<file path="src/rtl/hazard_stall_unit.sv">
`default_nettype none
`timescale 1ns/1ps
// +--------------------------------------------------------------------------+
// | hazard_stall_unit: decode-stage load-use / branch-on-load / memory-wait   |
// | hazard control with stall counters and sticky memory timeout fault.       |
// | Revision: 1.0                                                             |
// +--------------------------------------------------------------------------+
module hazard_stall_unit #(
  parameter int TIMEOUT = 255,
  parameter int CW      = 16
) (
  input  logic          clk,
  input  logic          rst,
  input  logic [2:0]    src1D,
  input  logic [2:0]    src2D,
  input  logic          useSrc1D,
  input  logic          useSrc2D,
  input  logic          isBranchD,
  input  logic [2:0]    branchRegD,
  input  logic          branchTakenD,
  input  logic [2:0]    destAfterD2E,
  input  logic          RWAfterD2E,
  input  logic          MTRAfterD2E,
  input  logic [2:0]    EX_MEM_RD,
  input  logic          RWAfterE2M,
  input  logic          MTRAfterE2M,
  input  logic          memReq,
  input  logic          memReady,
  output logic          stallPC,
  output logic          stallF2D,
  output logic          bubbleD2E,
  output logic          flushF2D,
  output logic          freeze,
  output logic          memFault,
  output logic [CW-1:0] loadStallCnt,
  output logic [CW-1:0] branchStallCnt,
  output logic [CW-1:0] freezeCnt
);

  localparam int c_ww = ($clog2(TIMEOUT + 1) > 8) ? $clog2(TIMEOUT + 1) : 8;
  localparam logic [c_ww-1:0] c_timeout = c_ww'(TIMEOUT);

  typedef enum logic [0:0] {IDLE = 1'b0, MEM_WAIT = 1'b1} state_t;

  state_t          state_q, state_d;
  logic [c_ww-1:0] wait_q, wait_d;
  logic            fault_q, fault_d;
  logic [CW-1:0]   load_cnt_q, br_cnt_q, frz_cnt_q;

  logic w_loadUse, w_brLoad, w_hazard, w_memStall;

  assign w_loadUse = MTRAfterD2E & RWAfterD2E &
                     ((useSrc1D & (src1D == destAfterD2E)) |
                      (useSrc2D & (src2D == destAfterD2E)));
  assign w_brLoad  = isBranchD &
                     ((MTRAfterD2E & RWAfterD2E & (branchRegD == destAfterD2E)) |
                      (MTRAfterE2M & RWAfterE2M & (branchRegD == EX_MEM_RD)));
  assign w_hazard   = w_loadUse | w_brLoad;
  assign w_memStall = memReq & ~memReady & ~fault_q;

  always_comb begin
    state_d   = state_q;
    wait_d    = wait_q;
    fault_d   = fault_q;
    freeze    = 1'b0;
    stallPC   = 1'b0;
    stallF2D  = 1'b0;
    bubbleD2E = 1'b0;
    flushF2D  = 1'b0;
    case (state_q)
      IDLE: begin
        if (w_memStall) begin
          freeze  = 1'b1;
          state_d = MEM_WAIT;
          wait_d  = c_ww'(1);
        end
      end
      MEM_WAIT: begin
        if (memReady) begin
          freeze  = 1'b1;
          state_d = IDLE;
        end else if (wait_q == c_timeout) begin
          // Give up: release the pipeline and latch the fault.
          fault_d = 1'b1;
          state_d = IDLE;
        end else begin
          freeze = 1'b1;
          wait_d = wait_q + 1'b1;
        end
      end
      default: state_d = IDLE;
    endcase
    if (!freeze) begin
      if (w_hazard) begin
        stallPC   = 1'b1;
        stallF2D  = 1'b1;
        bubbleD2E = 1'b1;
      end else if (branchTakenD) begin
        flushF2D = 1'b1;
      end
    end
    if (rst) begin
      freeze    = 1'b0;
      stallPC   = 1'b0;
      stallF2D  = 1'b0;
      bubbleD2E = 1'b0;
      flushF2D  = 1'b0;
    end
  end

  always_ff @(posedge clk or posedge rst) begin
    if (rst) begin
      state_q    <= IDLE;
      wait_q     <= '0;
      fault_q    <= 1'b0;
      load_cnt_q <= '0;
      br_cnt_q   <= '0;
      frz_cnt_q  <= '0;
    end else begin
      state_q <= state_d;
      wait_q  <= wait_d;
      fault_q <= fault_d;
      if (stallPC && w_loadUse && (load_cnt_q != '1))
        load_cnt_q <= load_cnt_q + 1'b1;
      if (stallPC && w_brLoad && !w_loadUse && (br_cnt_q != '1))
        br_cnt_q <= br_cnt_q + 1'b1;
      if (freeze && (frz_cnt_q != '1))
        frz_cnt_q <= frz_cnt_q + 1'b1;
    end
  end

  assign memFault       = fault_q;
  assign loadStallCnt   = load_cnt_q;
  assign branchStallCnt = br_cnt_q;
  assign freezeCnt      = frz_cnt_q;

endmodule
`default_nettype wire

</file>
<file path="config.mk">
export PLATFORM = sky130hd
export DESIGN_NAME = hazard_stall_unit
export DESIGN_NICKNAME = d
export VERILOG_FILES = /design/src/rtl/hazard_stall_unit.sv
export SDC_FILE = /design/constraint.sdc
export NUM_CORES = 1
export LEC_CHECK = 0
export CORE_ASPECT_RATIO = 1.1
export CORE_UTILIZATION = 43
export DETAILED_ROUTE_END_ITERATION = 6
export PLACE_DENSITY = 0.76
export SLEW_MARGIN = 15
export SYNTH_ARGS = -nofsm -noshare
export SYNTH_HDL_FRONTEND = slang
export SYNTH_SLANG_ARGS = --single-unit
export TNS_END_PERCENT = 1
</file>
<file path="constraint.sdc">
create_clock -name clk -period 2.6 [get_ports clk]
set_input_delay 0.52 -clock clk [delete_from_list [all_inputs] [get_ports clk]]
set_output_delay 0.52 -clock clk [all_outputs]
set_load 0.02 [all_outputs]
</file>
==> impl_metrics.env <==
export IMPL_cp_startpoint="memReady"
export IMPL_power_frac_clock=0.407
export IMPL_clock_path_buffers=2
export IMPL_whs_ns=0.500
export IMPL_status="complete, no violations"
export IMPL_final_cell_area_um2=4280
export IMPL_worstPathRequired_ns=2.08
export IMPL_ys_ff_latch=58
export IMPL_fin_skew_ns=0.00765
export IMPL_end_kind="primary output"
export IMPL_avgSynthCellArea_um2=10.8
export IMPL_pwr_share_comb=0.189
export IMPL_portBuffers=80
export IMPL_synth_cells=273
export IMPL_mostFrequentLayoutCell="clkdlybuf4s50_1"
export IMPL_routed_wirelength_mm=6.33
export IMPL_die_h_um=88.8
export IMPL_core_um2=6590
export IMPL_synthToLayoutAreaGrowth_pct=45.4
export IMPL_cts_tree="built"
export IMPL_htreeDepth=3
export IMPL_switching_power_uw=703
export IMPL_layout_nets=414
export IMPL_p_per_area_nw_per_um2=623
export IMPL_ios=81
export IMPL_fillers=552
export IMPL_vias_per_cell=5.09
export IMPL_slew_violations=0
export IMPL_cts_sinks=58
export IMPL_final_cell_mix="clkdlybuf4s50_1, dfrtp_1, xnor2_1, nand3_1, buf_4"
export IMPL_swShare=0.264
export IMPL_place_area_um2=4000
export IMPL_start_util=0.447
export IMPL_die_w_um=80.9
export IMPL_crit_type="in2out"
export IMPL_avgRoutedWirePerCell_um=13.5
export IMPL_setup_viol=0
export IMPL_drt_pass1_iter_count=4
export IMPL_vias=2389
export IMPL_rr_endpoint="branchStallCnt[12]"
export IMPL_overflow=0
export IMPL_grt_max_degree=59
export IMPL_hold_viol=0
export IMPL_postLayoutCoreUtil=0.649
export IMPL_tns_ns=0
export IMPL_leakagePower_uw=0.00186
export IMPL_numCtsBuffers=9
export IMPL_crit_arrival_ns=2.04
export IMPL_hold_class="reg2reg"
export IMPL_hpwlAfterDp_mm=4.59
export IMPL_rows=31
export IMPL_synthDistinctLibCells=40
export IMPL_r2r_cells=9
export IMPL_synthesis_nets=304
export IMPL_max_freq_mhz=390
export IMPL_cp_endpoint="stallPC"
export IMPL_rsz0062_at_grt="yes"
export IMPL_dieArea_um2=7180
export IMPL_drive_gt1_frac=0.168
export IMPL_grt_pass1_vias=2407
export IMPL_antenna_found_initial=0
export IMPL_seq_power_share=0.404
export IMPL_yosysWarningCount=0
export IMPL_r2r_start="wait_q[0]"
export IMPL_regArea_um2=1450
export IMPL_drcViolationCount=0
export IMPL_clkTransAtPathRegs_ns=0.07
export IMPL_clock_latency_ns=0.33
export IMPL_n_antenna_cell=0
export IMPL_multi_input_area_um2=1470
export IMPL_slew_headroom=0.519
export IMPL_period_share=0.986
export IMPL_final_antenna_net_count=0
export IMPL_cp_start_kind="input port"
export IMPL_synthesis_area_um2=2950
export IMPL_drt_iter0_drc=85
export IMPL_grt_first_pass_wirelength_mm=10.9
export IMPL_intPower_uw=1960
export IMPL_max_vdd_ir_drop_uv=477
export IMPL_tightestPinTransition_ns=0.722
export IMPL_root_buffer="clkbuf_8"
export IMPL_max_cap_violations=0
export IMPL_crit_fanout=3
export IMPL_reg2reg_slack_ns=0.19
export IMPL_routabilityCongestion=0.767
export IMPL_grt_usage=0.198
export IMPL_synth_sequential_area_ratio=0.493
export IMPL_period_needed_ns=2.56
-- timing repair --
action | in CTS | in global routing
buffers inserted | 1 | 0
endpoints found under the setup margin | 5 | 5
gates cloned | 0 | 0
resized for setup | 9 | 21
pin swaps | 1 | 2
hold buffers | 0 | 0
-- kinds of logic (layout without fill, tap and decap cells) --
group           count (synthesis)  after routing  share of synthesized area
compound gates                 12             12                     0.0293
xor+xnor                       62             62                      0.184
fa+ha+maj                       4              4                     0.0170
buf+inv                        10            124                     0.0183
flops                          58             58                      0.493
mux                             3              3                     0.0127
simple gates                  124            124                      0.246
-- per-stage QoR --
stage	power, µW	setup slack (ns)	instances
floorplan	1330	0.125	273
global placement	1590	-0.424	453
detailed placement	1600	-0.510	453
CTS	2700	-0.201	469
global route	2800	-0.0394	469
finish	2670	0.0372	469
-- cell usage after synthesis (all sizes together) --
cell type  count  area share
a21boi         1      0.0025
a21o           1      0.0025
a21oi          3      0.0051
a41oi          2      0.0085
and2           3      0.0072
and3          14       0.031
and4           3      0.0089
buf            4       0.011
clkbuf         1      0.0013
dfrtp         58        0.49
ha             4       0.017
inv            5      0.0064
mux2           3       0.013
nand2         18       0.024
nand3         27       0.050
nand4         22       0.047
nor2          19       0.024
nor2b          2      0.0042
nor3           3      0.0051
nor3b          3      0.0093
nor4           4      0.0085
nor4b          3       0.018
o21a           1      0.0025
o21ai          3      0.0051
o31a           1      0.0030
or2            1      0.0021
or3            2      0.0064
xnor2         46        0.14
xor2          16       0.048
-- registers in the layout, summed over array words and instances (netlist names) --
name,flops
wait_q,8
branchStallCnt,16
memFault,1
loadStallCnt,16
state_q,1
freezeCnt,16
-- critical path: stages --
cell,delay (ns)
clkdlybuf4s50_1,0.48
o31a_1,0.37
or3_4,0.35
nor2_2,0.16
buf_4,0.17
-- final cells by class --
type / instances / area share
Timing Repair Buffer: 104 / 0.230
Clock buffer: 9 / 0.0289
Clock inverter: 6 / 0.0304
Sequential cell: 58 / 0.339
Inverter: 5 / 0.00526
Tap cell: 82 / 0.0240
Multi-Input combinational cell: 205 / 0.342
-- per-layer routing --
metal | wire (µm) | vias to the layer above | GRT usage
met5 | 0 | - | 0
met4 | 114 | 0 | 0.0844
met3 | 264 | 11 | 0.0371
met2 | 3080 | 55 | 0.336
met1 | 2870 | 1146 | 0.244
li1 | - | 1177 | -
-- power groups by stage --
stage | clock network [µW] | logic, µW | registers [µW]
3_3_place_gp | 0 | 498 | 1090
3_5_place_dp | 0 | 507 | 1090
5_1_grt | 1150 | 554 | 1090
2_1_floorplan | 0 | 182 | 1150
6_report | 1080 | 505 | 1080
4_1_cts | 1110 | 509 | 1080
-- worst min path at each step --
stage,from,endpoint,slack [ns],cells past startpoint
global route,branchStallCnt[9],branchStallCnt[9],0.52,1
CTS,branchStallCnt[8],branchStallCnt[8],0.51,1
global placement,branchStallCnt[8],branchStallCnt[8],0.48,1
finish,branchStallCnt[8],branchStallCnt[8],0.50,1
floorplan,wait_q[0],wait_q[0],0.49,1
detailed placement,freezeCnt[10],freezeCnt[10],0.49,1
Note: power is estimated with default switching activity, not from simulation.
